File: src/rtl/cr_clint_tcipif_mst_pkg.sv
// Shared definitions for the CLINT tcipif initiator: register offsets,
// FSM state encoding and a small address helper.
package cr_clint_tcipif_mst_pkg;

  // CLINT register offsets
  localparam logic [15:0] CLINT_MSIP       = 16'h0000;
  localparam logic [15:0] CLINT_MTIMECMPLO = 16'h4000;
  localparam logic [15:0] CLINT_MTIMECMPHI = 16'h4004;
  localparam logic [15:0] CLINT_MTIMELO    = 16'hbff8;
  localparam logic [15:0] CLINT_MTIMEHI    = 16'hbffc;

  typedef enum logic [3:0] {
    ST_IDLE   = 4'd0,
    ST_SGL    = 4'd1,
    ST_RD_HI0 = 4'd2,
    ST_RD_LO  = 4'd3,
    ST_RD_HI1 = 4'd4,
    ST_WR_LOM = 4'd5,
    ST_WR_HI  = 4'd6,
    ST_WR_LO  = 4'd7,
    ST_RSP    = 4'd8
  } mst_state_e;

  // Upper-word address of a dword-aligned base
  function automatic logic [15:0] hi_word(input logic [15:0] base);
    return base | 16'h0004;
  endfunction

endpackage

File: src/rtl/cr_clint_mst_tmo.sv
// Per-beat timeout counter: cleared when a beat starts, counts cycles the
// beat is pending, and flags expiry in the cycle the limit is reached so the
// initiator can drop sel on that same edge.
module cr_clint_mst_tmo
  #(parameter int TIMEOUT = 16)
  (
    input  logic clint_clk,
    input  logic cpurst_b,
    input  logic start,
    input  logic busy,
    input  logic cmplt,
    output logic expire
  );

  localparam int TMO_W = $clog2(TIMEOUT + 1);

  logic [TMO_W-1:0] tmo_cnt;

  // Count pending cycles of the current beat
  always_ff @(posedge clint_clk) begin
    // NOTE: reset is sampled on the clock edge here, so it belongs inside the clocked block, not in the sensitivity list.
    if (!cpurst_b)
      tmo_cnt <= '0;
    else if (start)
      tmo_cnt <= '0;
    else if (busy && !cmplt)
      tmo_cnt <= tmo_cnt + 1'b1;
  end

  // The beat's TIMEOUT-th pending cycle ends the beat at the coming edge
  assign expire = busy && !cmplt && (tmo_cnt == TMO_W'(TIMEOUT - 1));

endmodule

File: src/rtl/cr_clint_tcipif_mst.sv
// CLINT tcipif initiator: turns one 32/64-bit request into tcipif beats.
// 64-bit reads use hi-lo-hi with retry for a tear-free mtime; 64-bit writes
// park the low word at all-ones before writing hi then lo.
module cr_clint_tcipif_mst
  import cr_clint_tcipif_mst_pkg::*;
  #(parameter int TIMEOUT   = 16,
    parameter int MAX_RETRY = 3)
  (
    input  logic        clint_clk,
    input  logic        cpurst_b,
    input  logic        req_vld,
    output logic        req_rdy,
    input  logic        req_write,
    input  logic        req_dword,
    input  logic [15:0] req_addr,
    input  logic [63:0] req_wdata,
    output logic        rsp_vld,
    output logic [63:0] rsp_rdata,
    output logic        rsp_err,
    output logic        tcipif_clint_sel,
    output logic [15:0] tcipif_clint_addr,
    output logic        tcipif_clint_write,
    output logic [31:0] tcipif_clint_wdata,
    input  logic        clint_tcipif_cmplt,
    input  logic [31:0] clint_tcipif_rdata
  );

  localparam int RTY_W = $clog2(MAX_RETRY + 1);

  mst_state_e        state;
  logic [15:0]       base_q;
  logic [63:0]       wdata_q;
  logic [31:0]       hi0_q;
  logic [31:0]       lo_q;
  logic [RTY_W-1:0]  retry_cnt;
  logic              beat_done;
  logic              misalign;
  logic              tmo_start;
  logic              tmo_expire;

  assign req_rdy   = (state == ST_IDLE);
  assign beat_done = tcipif_clint_sel && clint_tcipif_cmplt;
  assign misalign  = req_dword && req_addr[2];
  assign tmo_start = (req_rdy && req_vld && !misalign) || beat_done;

  cr_clint_mst_tmo #(.TIMEOUT(TIMEOUT)) u_tmo (
    .clint_clk (clint_clk),
    .cpurst_b  (cpurst_b),
    .start     (tmo_start),
    .busy      (tcipif_clint_sel),
    .cmplt     (clint_tcipif_cmplt),
    .expire    (tmo_expire)
  );

  // Request sequencing FSM with registered bus and response outputs
  always_ff @(posedge clint_clk) begin
    // NOTE: captured data registers are reset too, so nothing stale can leak into a later response.
    if (!cpurst_b) begin
      state              <= ST_IDLE;
      base_q             <= '0;
      wdata_q            <= '0;
      hi0_q              <= '0;
      lo_q               <= '0;
      retry_cnt          <= '0;
      rsp_vld            <= 1'b0;
      rsp_rdata          <= '0;
      rsp_err            <= 1'b0;
      tcipif_clint_sel   <= 1'b0;
      tcipif_clint_addr  <= '0;
      tcipif_clint_write <= 1'b0;
      tcipif_clint_wdata <= '0;
    end else begin
      // NOTE: non-blocking assignments keep every register update based on pre-edge values.
      rsp_vld <= 1'b0;
      case (state)
        ST_IDLE: begin
          if (req_vld) begin
            base_q    <= {req_addr[15:3], 3'b000};
            wdata_q   <= req_wdata;
            retry_cnt <= '0;
            if (misalign) begin
              state     <= ST_RSP;
              rsp_vld   <= 1'b1;
              rsp_err   <= 1'b1;
              rsp_rdata <= '0;
            end else if (!req_dword) begin
              state              <= ST_SGL;
              tcipif_clint_sel   <= 1'b1;
              tcipif_clint_addr  <= req_addr;
              tcipif_clint_write <= req_write;
              tcipif_clint_wdata <= req_wdata[31:0];
            end else if (!req_write) begin
              state              <= ST_RD_HI0;
              tcipif_clint_sel   <= 1'b1;
              tcipif_clint_addr  <= hi_word({req_addr[15:3], 3'b000});
              tcipif_clint_write <= 1'b0;
              tcipif_clint_wdata <= '0;
            end else begin
              state              <= ST_WR_LOM;
              tcipif_clint_sel   <= 1'b1;
              tcipif_clint_addr  <= {req_addr[15:3], 3'b000};
              tcipif_clint_write <= 1'b1;
              tcipif_clint_wdata <= 32'hFFFF_FFFF;
            end
          end
        end

        ST_RSP: begin
          state     <= ST_IDLE;
          rsp_err   <= 1'b0;
          rsp_rdata <= '0;
        end

        default: begin
          if (tmo_expire) begin
            tcipif_clint_sel <= 1'b0;
            state            <= ST_RSP;
            rsp_vld          <= 1'b1;
            rsp_err          <= 1'b1;
            rsp_rdata        <= '0;
          end else if (beat_done) begin
            case (state)
              ST_SGL: begin
                tcipif_clint_sel <= 1'b0;
                state            <= ST_RSP;
                rsp_vld          <= 1'b1;
                rsp_err          <= 1'b0;
                rsp_rdata        <= tcipif_clint_write ? 64'h0 : {32'h0, clint_tcipif_rdata};
              end
              ST_RD_HI0: begin
                hi0_q             <= clint_tcipif_rdata;
                tcipif_clint_addr <= base_q;
                state             <= ST_RD_LO;
              end
              ST_RD_LO: begin
                lo_q              <= clint_tcipif_rdata;
                tcipif_clint_addr <= hi_word(base_q);
                state             <= ST_RD_HI1;
              end
              ST_RD_HI1: begin
                if (clint_tcipif_rdata != hi0_q && retry_cnt < RTY_W'(MAX_RETRY)) begin
                  // High word moved between reads: re-read low against the new high
                  hi0_q             <= clint_tcipif_rdata;
                  retry_cnt         <= retry_cnt + 1'b1;
                  tcipif_clint_addr <= base_q;
                  state             <= ST_RD_LO;
                end else begin
                  tcipif_clint_sel <= 1'b0;
                  state            <= ST_RSP;
                  rsp_vld          <= 1'b1;
                  rsp_err          <= (clint_tcipif_rdata != hi0_q);
                  rsp_rdata        <= {clint_tcipif_rdata, lo_q};
                end
              end
              ST_WR_LOM: begin
                tcipif_clint_addr  <= hi_word(base_q);
                tcipif_clint_wdata <= wdata_q[63:32];
                state              <= ST_WR_HI;
              end
              ST_WR_HI: begin
                tcipif_clint_addr  <= base_q;
                tcipif_clint_wdata <= wdata_q[31:0];
                state              <= ST_WR_LO;
              end
              default: begin
                tcipif_clint_sel <= 1'b0;
                state            <= ST_RSP;
                rsp_vld          <= 1'b1;
                rsp_err          <= 1'b0;
                rsp_rdata        <= '0;
              end
            endcase
          end
        end
      endcase
    end
  end

endmodule

File: config.mk
export PLATFORM = sky130hd
export DESIGN_NAME = cr_clint_tcipif_mst
export DESIGN_NICKNAME = d
export VERILOG_FILES = /design/src/rtl/cr_clint_tcipif_mst_pkg.sv /design/src/rtl/cr_clint_mst_tmo.sv /design/src/rtl/cr_clint_tcipif_mst.sv
export SDC_FILE = /design/constraint.sdc
export NUM_CORES = 1
export LEC_CHECK = 0
export BUFFER_PORTS_ARGS = -buffer_cell sky130_fd_sc_hd__buf_2
export CAP_MARGIN = 30
export CORE_UTILIZATION = 30
export CTS_CLUSTER_SIZE = 28
export DETAILED_ROUTE_END_ITERATION = 10
export GPL_ROUTABILITY_DRIVEN = 0
export HOLD_SLACK_MARGIN = 0.08
export PLACE_DENSITY_LB_ADDON = 0.3
export SYNTH_ARGS = -nofsm -noshare
export SYNTH_HDL_FRONTEND = slang
export SYNTH_SLANG_ARGS = --single-unit
File: constraint.sdc
create_clock -name clint_clk -period 2.6 [get_ports clint_clk]
set_input_delay 0.52 -clock clint_clk [delete_from_list [all_inputs] [get_ports clint_clk]]
set_output_delay 0.52 -clock clint_clk [all_outputs]
set_load 0.01 [all_outputs]
==> metrics.txt <==
# TYPE chip_impl_metric gauge
chip_impl_metric{name="fp.dieW",unit="µm"} 200
chip_impl_metric{name="detail-route-antenna-nets",unit=""} 0
chip_impl_metric{name="port_buffer_count",unit=""} 234
chip_impl_metric{name="core_footprint",unit="µm²"} 38700
chip_impl_metric{name="syn-num-nets",unit=""} 1617
chip_impl_metric{name="nFillCells",unit=""} 4080
chip_impl_metric{name="cts_buffers",unit=""} 30
chip_impl_metric{name="power.share.sequential",unit="%"} 34.8
chip_impl_metric{name="hold-worst-slack",unit="ns"} 0.186
chip_impl_metric{name="postSynth.asyncResetShare",unit="%"} 0
chip_impl_metric{name="finish.utilization",unit="%"} 37.7
chip_impl_metric{name="seq_area",unit="µm²"} 5370
chip_impl_metric{name="power.share.combinational",unit="%"} 35.6
chip_impl_metric{name="clock_insertion_delay_worst_skew",unit="ns"} 0.58
chip_impl_metric{name="power.static_leakage",unit="nW"} 6.06
chip_impl_info{name="synth_top_cell_by_area",value="dfxtp_1"} 1
chip_impl_metric{name="timing.slew.headroom",unit="%"} 54.3
chip_impl_metric{name="htreeDepth",unit=""} 1
chip_impl_metric{name="grt-ovfl-total",unit=""} 0
chip_impl_metric{name="cap_viol_max_count",unit=""} 0
chip_impl_info{name="post_synth_most_frequent_cells",value="529 x nand2_1, 268 x dfxtp_1, 197 x a21oi_1, 82 x mux2i_1, 78 x clkbuf_1"} 1
chip_impl_metric{name="power_per_cell_area",unit="nW/µm²"} 995
chip_impl_metric{name="place.detailed.hpwl",unit="µm"} 24500
chip_impl_metric{name="final_max_slew_viols",unit=""} 0
chip_impl_metric{name="ys_ff_latch",unit=""} 268
chip_impl_metric{name="synth_area_per_cell",unit="µm²"} 7.89
chip_impl_metric{name="post_cts_buffers",unit=""} 0
chip_impl_metric{name="power.switching_fraction",unit="%"} 36.4
chip_impl_info{name="hold_path_class",value="in -> reg"} 1
chip_impl_metric{name="fin_nets",unit=""} 1807
chip_impl_metric{name="p_int",unit="mW"} 9.25
chip_impl_metric{name="final_hold_viol_count",unit=""} 0
chip_impl_metric{name="netSwitchingPower",unit="mW"} 5.29
chip_impl_metric{name="clock_power_share",unit="%"} 29.6
chip_impl_metric{name="cts_resized",unit=""} 0
chip_impl_metric{name="floorplan.io_pins",unit=""} 235
chip_impl_metric{name="dr_iter_0_viols",unit=""} 741
chip_impl_info{name="setup_cp_type",value="reg -> out"} 1
chip_impl_info{name="cp_launch_type",value="flip-flop"} 1
chip_impl_metric{name="grt_use_total",unit="%"} 18.3
chip_impl_metric{name="detail_route.wirelength",unit="µm"} 37800
chip_impl_metric{name="tightest_slew",unit="ns"} 0.685
chip_impl_metric{name="core.rowCount",unit=""} 72
chip_impl_metric{name="final.min_clock_period",unit="ns"} 2.51
chip_impl_metric{name="synth.distinct_cells",unit=""} 56
chip_impl_metric{name="critPathRequiredTime",unit="ns"} 2.08
chip_impl_metric{name="flow.area_growth_from_synthesis",unit="%"} 23.8
chip_impl_info{name="tritoncts_clock_tree",value="yes"} 1
chip_impl_metric{name="cts_hold_fix_bufs",unit=""} 0
chip_impl_metric{name="routedWlPerCell",unit="µm"} 17.0
chip_impl_info{name="clock-root-buffer",value="clkbuf_16"} 1
chip_impl_info{name="result_of_the_run",value="finished clean"} 1
chip_impl_metric{name="ys_warn_count",unit=""} 0
chip_impl_metric{name="grt_first_pass_wirelength",unit="µm"} 59400
chip_impl_metric{name="die-area",unit="µm²"} 40200
chip_impl_metric{name="drt_pass_1_iters",unit=""} 5
chip_impl_metric{name="avgViaCountPerCell",unit=""} 4.96
chip_impl_metric{name="initial_core_util",unit="%"} 30.5
chip_impl_metric{name="netlist_area",unit="µm²"} 11800
chip_impl_metric{name="timing.final.crit_share",unit="%"} 96.4
chip_impl_metric{name="routed-via-count",unit=""} 11052
chip_impl_metric{name="synth_seq_area_share",unit="%"} 45.4
chip_impl_info{name="crit_path_end_kind",value="primary output"} 1
chip_impl_metric{name="dieHeight",unit="µm"} 200
chip_impl_metric{name="syn_inst",unit=""} 1496
chip_impl_info{name="synth_top_cells_by_area",value="dfxtp_1 45%, nand2_1 17%, a21oi_1 8.4%"} 1
chip_impl_metric{name="antenna_found_initial",unit=""} 3
chip_impl_info{name="post-synth-top-count-cell",value="nand2_1"} 1
chip_impl_metric{name="cts.path.max_buffers",unit=""} 3
chip_impl_metric{name="multi_input_area",unit="µm²"} 5860
chip_impl_metric{name="timing.critical_path.arrival",unit="ns"} 1.99
chip_impl_metric{name="report.final.setup_viol",unit=""} 0
chip_impl_info{name="synthFlopType",value="dfxtp_1"} 1
chip_impl_metric{name="fin_tns_setup",unit="ns"} 0
chip_impl_metric{name="layout-drive-gt1-share",unit="%"} 20.6
chip_impl_metric{name="synth_enable_flop_cells",unit=""} 0
chip_impl_metric{name="synth_top_cell_area_share",unit="%"} 45.4
chip_impl_metric{name="clkTransAtPathRegs",unit="ns"} 0.06
chip_impl_info{name="rsz_0062_raised_after_global_routing",value="no"} 1
chip_impl_metric{name="achievable-frequency",unit="MHz"} 399
chip_impl_metric{name="clock_sink_count",unit=""} 268
chip_impl_metric{name="drcViolationCount",unit=""} 0
chip_impl_metric{name="grt_max_degree",unit=""} 86
chip_impl_metric{name="first_global_vias",unit=""} 10478
chip_impl_metric{name="fin_worst_skew",unit="ns"} 0.0254
chip_impl_metric{name="critical_path.max_fanout",unit=""} 25
chip_impl_metric{name="vdd.ir_drop.worst",unit="mV"} 0.667
-- critical path: stages, from the launching register on --
cell and delay [ns]:
dfxtp_1 0.33, or4_4 0.54, inv_2 0.13, buf_12 0.23
buf_2 0.17
-- final timing paths --
kind | startpoint | endpoint | slack, ns | cells after the start
worst min register to register | tcipif_clint_wdata[24]$_SDFFE_PN0P_ | tcipif_clint_wdata[24]$_SDFFE_PN0P_ | 0.45 | 2
worst max register to register | state[3]$_SDFFE_PN0P_ | tcipif_clint_wdata[10]$_SDFFE_PN0P_ | 0.19 | 7
worst min-delay path | req_wdata[61] | wdata_q[61]$_SDFFE_PN0P_ | 0.19 | 3
worst max-delay path | state[0]$_SDFFE_PN0P_ | req_rdy | 0.09 | 4
-- cell usage in the layout, fill, tap and decap left out, drive strengths merged, types with 3 or more instances in the layout --
cell type / synthesis / layout
mux2i: 82 / 82
nor2: 26 / 26
nor3: 4 / 4
dfxtp: 268 / 268
xnor2: 33 / 33
a311oi: 13 / 13
nand4: 10 / 10
nand2: 530 / 530
o22ai: 37 / 37
o21ai: 8 / 8
ha: 3 / 3
a22o: 35 / 35
a31oi: 4 / 4
a21oi: 200 / 200
and3: 6 / 6
nor4: 4 / 4
and2: 3 / 3
nor2b: 3 / 3
clkbuf: 78 / 45
buf: 42 / 277
nand3: 74 / 74
clkinv: 0 / 5
inv: 9 / 10
-- registers in the layout (all words and copies together) (netlist names) --
signal and count:
lo_q 32, base_q 13, rsp_rdata 64, retry_cnt 2, hi0_q 32, tcipif_clint_sel 1
rsp_err 1, u_tmo.tmo_cnt 5, tcipif_clint_write 1, tcipif_clint_addr 16, rsp_vld 1, state 4
wdata_q 64, tcipif_clint_wdata 32
-- power by group through the flow --
stage	Combinational, mW	Clock, mW	Sequential, mW
2_1_floorplan	3.25	0	5.22
3_3_place_gp	5.05	0	5.13
3_5_place_dp	5.08	0	5.14
4_1_cts	5.22	4.41	5.05
5_1_grt	5.69	4.58	5.12
6_report	5.18	4.30	5.05
-- logic make-up (layout without fill, tap and decap cells) --
group,after synthesis,count (layout),synth area share (%)
and+or+nand+nor,666,666,23.3
muxes,83,83,7.05
other,0,2,0
buffers and inverters,129,341,5.20
xor gates and xnor gates,35,35,2.60
adders and majority gates,3,3,0.318
DFF,268,268,45.4
AOI/OAI and AO/OA,312,312,16.1
-- stage by stage --
| stage | instance area (µm²) | power [mW] | instances | setup slack [ns] |
|---|---|---|---|---|
| floorplan | 11800 | 8.47 | 1496 | 0.465 |
| global placement | 13600 | 10.2 | 2171 | 0.0795 |
| detailed placement | 13600 | 10.2 | 2171 | 0.0668 |
| CTS | 14600 | 14.7 | 2226 | 0.0528 |
| global route | 14600 | 15.4 | 2228 | 0.0157 |
| finish | 14600 | 14.5 | 2228 | 0.0948 |
-- final cells by class --
class,count,area share (%)
Multi-Input combinational cell,1099,40.1
Sequential cell,268,36.7
Timing Repair Buffer,278,11.7
Clock buffer,45,6.07
Tap cell,518,4.43
Clock inverter,9,0.771
Inverter,9,0.248
Antenna cell,2,0.0342
-- metal layers --
metal  GRT usage [%]  vias to the layer above  routed length, µm
li1                -                     5451                  -
met1            25.7                     5231              17900
met2            28.6                      312              17100
met3            3.43                       56               2090
met4            5.10                        2                782
met5               0                        -                 11
Note: power is estimated with default switching activity, not from simulation.
